<file path="config.mk">
export PLATFORM = sky130hd
export DESIGN_NAME = pc_stack_unit
export DESIGN_NICKNAME = d
export VERILOG_FILES = /design/src/rtl/pc_stack_unit_pkg.sv /design/src/rtl/pc_stack_unit_return_stack.sv /design/src/rtl/pc_stack_unit.sv
export SDC_FILE = /design/constraint.sdc
export NUM_CORES = 1
export LEC_CHECK = 0
export BUFFER_PORTS_ARGS = -buffer_cell sky130_fd_sc_hd__buf_4
export CORE_AREA = 4 4 90 92
export DETAILED_ROUTE_END_ITERATION = 8
export DIE_AREA = 0 0 94 96
export PLACE_DENSITY = 0.86
export SLEW_MARGIN = 30
export SYNTH_ARGS = -nofsm -noshare
export SYNTH_HDL_FRONTEND = slang
export SYNTH_HIERARCHICAL = 1
export SYNTH_SLANG_ARGS = --single-unit
export TNS_END_PERCENT = 10
</file>
<file path="constraint.sdc">
create_clock -name Clk -period 3.1 [get_ports Clk]
set_input_delay 0 -clock Clk [delete_from_list [all_inputs] [get_ports Clk]]
set_output_delay 0 -clock Clk [all_outputs]
set_load 0.02 [all_outputs]
</file>
<file path="src/rtl/pc_stack_unit_pkg.sv">
// pc_stack_unit_pkg: PC source and branch source encodings shared with sequence control
package pc_stack_unit_pkg;
  typedef enum logic [1:0] {
    PC_SRC_BRA  = 2'b00,
    PC_SRC_STK  = 2'b01,
    PC_SRC_RST  = 2'b10,
    PC_SRC_HOLD = 2'b11
  } pc_src_e;
  localparam logic BRA_SRC_REL = 1'b0;
  localparam logic BRA_SRC_ABS = 1'b1;
endpackage

</file>
<file path="src/rtl/pc_stack_unit_return_stack.sv">
// return_stack: LIFO of return addresses with sticky overflow/underflow flags
module return_stack #(
  parameter int AddrWidth  = 8,
  parameter int StackDepth = 8
) (
  input  logic                        Clk,
  input  logic                        Reset,
  input  logic                        push_n,
  input  logic                        pop_n,
  input  logic                        clr_n,
  input  logic [AddrWidth-1:0]        din,
  output logic [AddrWidth-1:0]        top,
  output logic [$clog2(StackDepth):0] depth,
  output logic                        full,
  output logic                        empty,
  output logic                        ovf,
  output logic                        unf
);
  localparam int PW = $clog2(StackDepth);
  localparam int DW = PW + 1;
  logic [AddrWidth-1:0] mem [StackDepth];
  logic [PW-1:0] top_idx, wr_idx;
  logic do_push, do_pop, do_swap, set_ovf, set_unf;
  assign full    = depth == DW'(StackDepth);
  assign empty   = depth == '0;
  assign top_idx = PW'(depth - 1'b1);
  assign do_push = !push_n && pop_n && !full;
  assign do_pop  = !pop_n && push_n && !empty;
  assign do_swap = !push_n && !pop_n && !empty;
  assign set_ovf = !push_n && pop_n && full;
  assign set_unf = !pop_n && empty;
  assign wr_idx  = do_swap ? top_idx : PW'(depth);
  assign top     = empty ? '0 : mem[top_idx];
  // Entries are deliberately left uninitialised; depth alone defines validity.
  always_ff @(posedge Clk)
    if (do_push || do_swap) mem[wr_idx] <= din;
  always_ff @(posedge Clk or negedge Reset)
    if (!Reset) begin
      depth <= '0;
      ovf   <= 1'b0;
      unf   <= 1'b0;
    end else begin
      depth <= depth + DW'(do_push) - DW'(do_pop);
      ovf   <= clr_n && (ovf || set_ovf);
      unf   <= clr_n && (unf || set_unf);
    end
endmodule

</file>
<file path="src/rtl/pc_stack_unit.sv">
// pc_stack_unit: program counter with branch adder, PC source mux and return stack
module pc_stack_unit
  import pc_stack_unit_pkg::*;
#(
  parameter int          AddrWidth   = 8,
  parameter int          OffsetWidth = 10,
  parameter int          StackDepth  = 8,
  parameter int unsigned ResetVector = 0
) (
  input  logic                        Clk,
  input  logic                        Reset,
  input  logic                        PC_Rst,
  input  logic                        PC_Ld,
  input  logic                        PC_Inc,
  input  logic [1:0]                  PC_Src,
  input  logic                        BRA_Src,
  input  logic                        STK_Ld,
  input  logic                        STK_Pop,
  input  logic [OffsetWidth-1:0]      IR_Offset,
  input  logic [AddrWidth-1:0]        REG_Data,
  output logic [AddrWidth-1:0]        PC_Out,
  output logic [AddrWidth-1:0]        STK_Top,
  output logic [$clog2(StackDepth):0] STK_Depth,
  output logic                        STK_Full,
  output logic                        STK_Empty,
  output logic                        STK_Ovf,
  output logic                        STK_Unf
);
  localparam logic [AddrWidth-1:0] RV = AddrWidth'(ResetVector);
  logic [AddrWidth-1:0] bra_tgt, src_mux, pc_nxt;
  // Size cast sign-extends a narrow offset and truncates a wide one, both modulo 2^AddrWidth.
  assign bra_tgt = BRA_Src == BRA_SRC_ABS ? REG_Data : PC_Out + AddrWidth'($signed(IR_Offset));
  assign src_mux = PC_Src == PC_SRC_BRA ? bra_tgt :
                   PC_Src == PC_SRC_STK ? STK_Top :
                   PC_Src == PC_SRC_RST ? RV : PC_Out;
  assign pc_nxt  = !PC_Rst ? RV : !PC_Ld ? src_mux : !PC_Inc ? PC_Out + 1'b1 : PC_Out;
  always_ff @(posedge Clk or negedge Reset)
    if (!Reset) PC_Out <= RV;
    else PC_Out <= pc_nxt;
  return_stack #(.AddrWidth(AddrWidth), .StackDepth(StackDepth)) u_stack (
    .Clk    (Clk),
    .Reset  (Reset),
    .push_n (STK_Ld),
    .pop_n  (STK_Pop),
    .clr_n  (PC_Rst),
    .din    (PC_Out),
    .top    (STK_Top),
    .depth  (STK_Depth),
    .full   (STK_Full),
    .empty  (STK_Empty),
    .ovf    (STK_Ovf),
    .unf    (STK_Unf)
  );
endmodule
</file>
==> impl_metrics.yaml <==
run_status:
  outcome: "complete, no violations"
worst_setup_path:
  critPathKind: "register to register"
  crit_buf_inv: 2
  cpLargestDelayFamily: "compound AO/OA/AOI/OAI gates"
  cp.arrival_ns: 3.01
  crit_chain: "inv_1 -> ha_1 -> xnor2_4 -> a2111oi_4 -> nor4_2 -> inv_1 -> a2111oi_0 -> a21oi_1 -> o31ai_1"
  reg2reg_slack_ns: 0.34
  crit_required_ns: 3.35
  cp_common_cell: "inv_1"
  cp.depth: 9
  regToRegEndpoint: "PC_Out[6]"
  endpoint: "PC_Out[6]"
  crit_slowest_cell: "a2111oi_0"
  r2r_cells: 9
  critPathLaunchType: "register"
  startpoint: "u_stack/depth[1]"
  worstPathMaxFanout: 16
  critPathCaptureType: "register"
  max_stage_delay_ns: 0.50
  regToRegStartpoint: "u_stack/depth[1]"
routing:
  avgViaCountPerCell: 6.18
  drc_errors: 0
  drtIter0Drc: 244
  first_pass_iters: 5
  num_vias: 3117
  drt_wl_total_mm: 9.63
  wl_per_cell_um: 19.1
  drtAntennaViolNets: 0
yosys:
  synth_flop_cell: "edfxtp_1"
  synth_top_area_share_pct: 45.9
  synth_common_cells: "edfxtp_1 (64), nor2b_1 (19), inv_1 (18)"
  synth_nets: 381
  synth_area_um2: 4190
  syn_inst: 336
  ys_types: 55
  async_flop_share_pct: 17.9
  seq_area_frac_synth_pct: 54.2
  synth_edf_count: 64
  yosysTopAreaCell: "edfxtp_1"
  synthMostInstantiatedCell: "edfxtp_1"
  synth-seq-cells: 78
  ys_top_cells_by_area: "edfxtp_1 (46%), dfrtp_1 (8.4%), ha_1 (4.5%)"
  syn-mean-instance-area_um2: 12.5
  yosysWarnings: 6
timing:
  fin_crit_ns: 2.76
  max_freq_mhz: 362
  slew_viol_final: 0
  setup_viol: 0
  period_share_pct: 89.1
  hold_viol_final: 0
  fin_hold_ws_ns: 0.0288
  relSlewSlack_pct: 48.7
  max_slew.worst_pin.slew_ns: 0.750
  fin_skew_ns: 0.0111
  rsz0062_at_grt: "no"
global_route:
  grt_max_degree: 51
  track_usage_pct: 22.8
  grt_pass1_vias: 3093
  grt_antenna_before_repair: 0
  overflow: 0
  grt_pass1_wl_mm: 15.6
floorplanning:
  fp-row-count: 31
  dieArea_um2: 9020
  initial_core_util_pct: 58.1
  io_pins: 52
  fp.dieH_um: 96
  core_um2: 7210
  die_w_um: 94
clocking:
  tritoncts: "built"
  clock_tree.htree_level_count: 3
  cts_buffers: 9
  cts_root_buffer: "clkbuf_8"
  clk_latency_ns: 0.35
  clkTransAtPathRegs_ns: 0.08
  cts_buffer_depth: 2
  cts.sinks: 78
  cts_setup_buffers: 0
pwr:
  switching_power_mw: 2.25
  p_seq_share_pct: 29.6
  p_total_mw: 5.04
  switching_share_pct: 44.5
  comb_power_share_pct: 57.2
  leakagePower_nw: 1.85
  cellPowerDensity_nw_per_um2: 1020
  ir_worst_vdd_mv: 0.842
  intPower_mw: 2.80
  p_clk_share_pct: 13.3
placement:
  gp_congestion: 0.864
  port_buffers: 49
  dp_hpwl_mm: 6.82
  place_inst: 484
cells_and_area:
  area_delta_synth_final_pct: 18.0
  nets: 445
  nFillCells: 520
  fin_cells: 504
  drive_gt1_share_pct: 26.2
  multiInputGateArea_um2: 1750
  diodes: 0
  regArea_um2: 2270
run:
  maxCapViolations: 0
min_path:
  worst_hold_path_type: "primary input to asynchronous set/reset pin"
==> worst min-delay path by stage <==
stage,from,end,slack [ns],cells past startpoint
3_5_place_dp,Reset,u_stack/depth[3],-0.14,1
5_1_grt,Reset,u_stack/depth[1],0.04,2
6_report,Reset,u_stack/depth[1],0.03,2
4_1_cts,Reset,u_stack/unf,0.02,2
2_1_floorplan,Reset,PC_Out[0],-0.30,0
3_3_place_gp,Reset,u_stack/depth[3],-0.14,1
==> stage by stage <==
stage          instance area [um^2]  util [%]  worst slack, ns  TNS, ns
6_report                       4940      68.5            0.336        0
5_1_grt                        4940      68.5           0.0289        0
4_1_cts                        4930      68.4            0.109        0
3_5_place_dp                   4720      65.4            0.147        0
3_3_place_gp                   4710      65.3            0.351        0
2_1_floorplan                  4200         -           -0.119   -0.233
==> registers in the layout, summed over array words and instances, names as in the netlist <==
signal / cells
u_stack/mem: 64
PC_Out: 8
u_stack/depth: 4
u_stack/ovf: 1
u_stack/unf: 1
==> routing by layer <==
layer  track usage, %  wire, um  up-vias
met5                0         0        -
met4             10.5       240        0
met3             4.30       680       25
met2             36.4      4720      152
met1             30.4      3990     1513
li1                 -         -     1427
==> power groups by stage <==
stage | Clock, mW | Sequential, mW | Combinational [mW]
after detailed placement | 0 | 1.51 | 2.82
after CTS | 0.679 | 1.49 | 2.85
after global placement | 0 | 1.50 | 2.76
final | 0.669 | 1.49 | 2.88
after global routing | 0.724 | 1.51 | 3.11
after floorplan | 0 | 1.55 | 1.85
==> logic make-up (layout without fill, tap and decap cells) <==
logic type / Yosys count / after routing / share of synthesized area, %
DFF: 78 / 78 / 54.2
AOI/OAI and AO/OA: 82 / 82 / 15.9
adders and majority gates: 17 / 17 / 5.43
buffers and inverters: 37 / 106 / 4.45
xor gates and xnor gates: 16 / 16 / 3.70
and+or+nand+nor: 91 / 91 / 12.5
muxes: 15 / 15 / 3.85
==> worst reg2reg max path: cells and delay by family (launching register included) <==
kind	cells	cell delay, ns
flops	1	0.36
simple gates	1	0.42
compound gates	4	0.90
xor+xnor	1	0.50
fa+ha+maj	1	0.33
buf+inv	2	0.17
==> repair_timing <==
item / CTS / global route
gates resized for setup: 0 / 1
hold buffers: 4 / 0
endpoints found under the setup margin: 0 / 3
endpoints found under the hold margin: 20 / 0
==> layout by cell type, fill, tap and decap left out, types with 4 or more instances in the layout <==
cell type	instances
a2111oi_0	15
inv_1	18
xor2_1	5
clkbuf_8	9
a2111oi_1	8
mux2_2	9
nor2b_1	19
nor2_1	10
and2_1	9
nor4_1	5
o31ai_1	11
nand2_1	12
dlygate4sd3_1	4
buf_4	64
ha_1	15
a22oi_1	4
edfxtp_1	64
nand3_1	9
o211ai_1	4
nor3_1	9
dfrtp_1	14
a21oi_1	10
mux2i_1	6
o21ai_0	10
xnor2_1	9
==> cell type report <==
class / instances / share of cell area (%)
Clock inverter: 7 / 1.01
Sequential cell: 78 / 46.0
Clock buffer: 9 / 2.51
Tap cell: 99 / 2.51
Multi-Input combinational cell: 221 / 35.5
Timing Repair Buffer: 69 / 10.9
Inverter: 21 / 1.59
No activity file was read; power rests on OpenSTA's default activity.
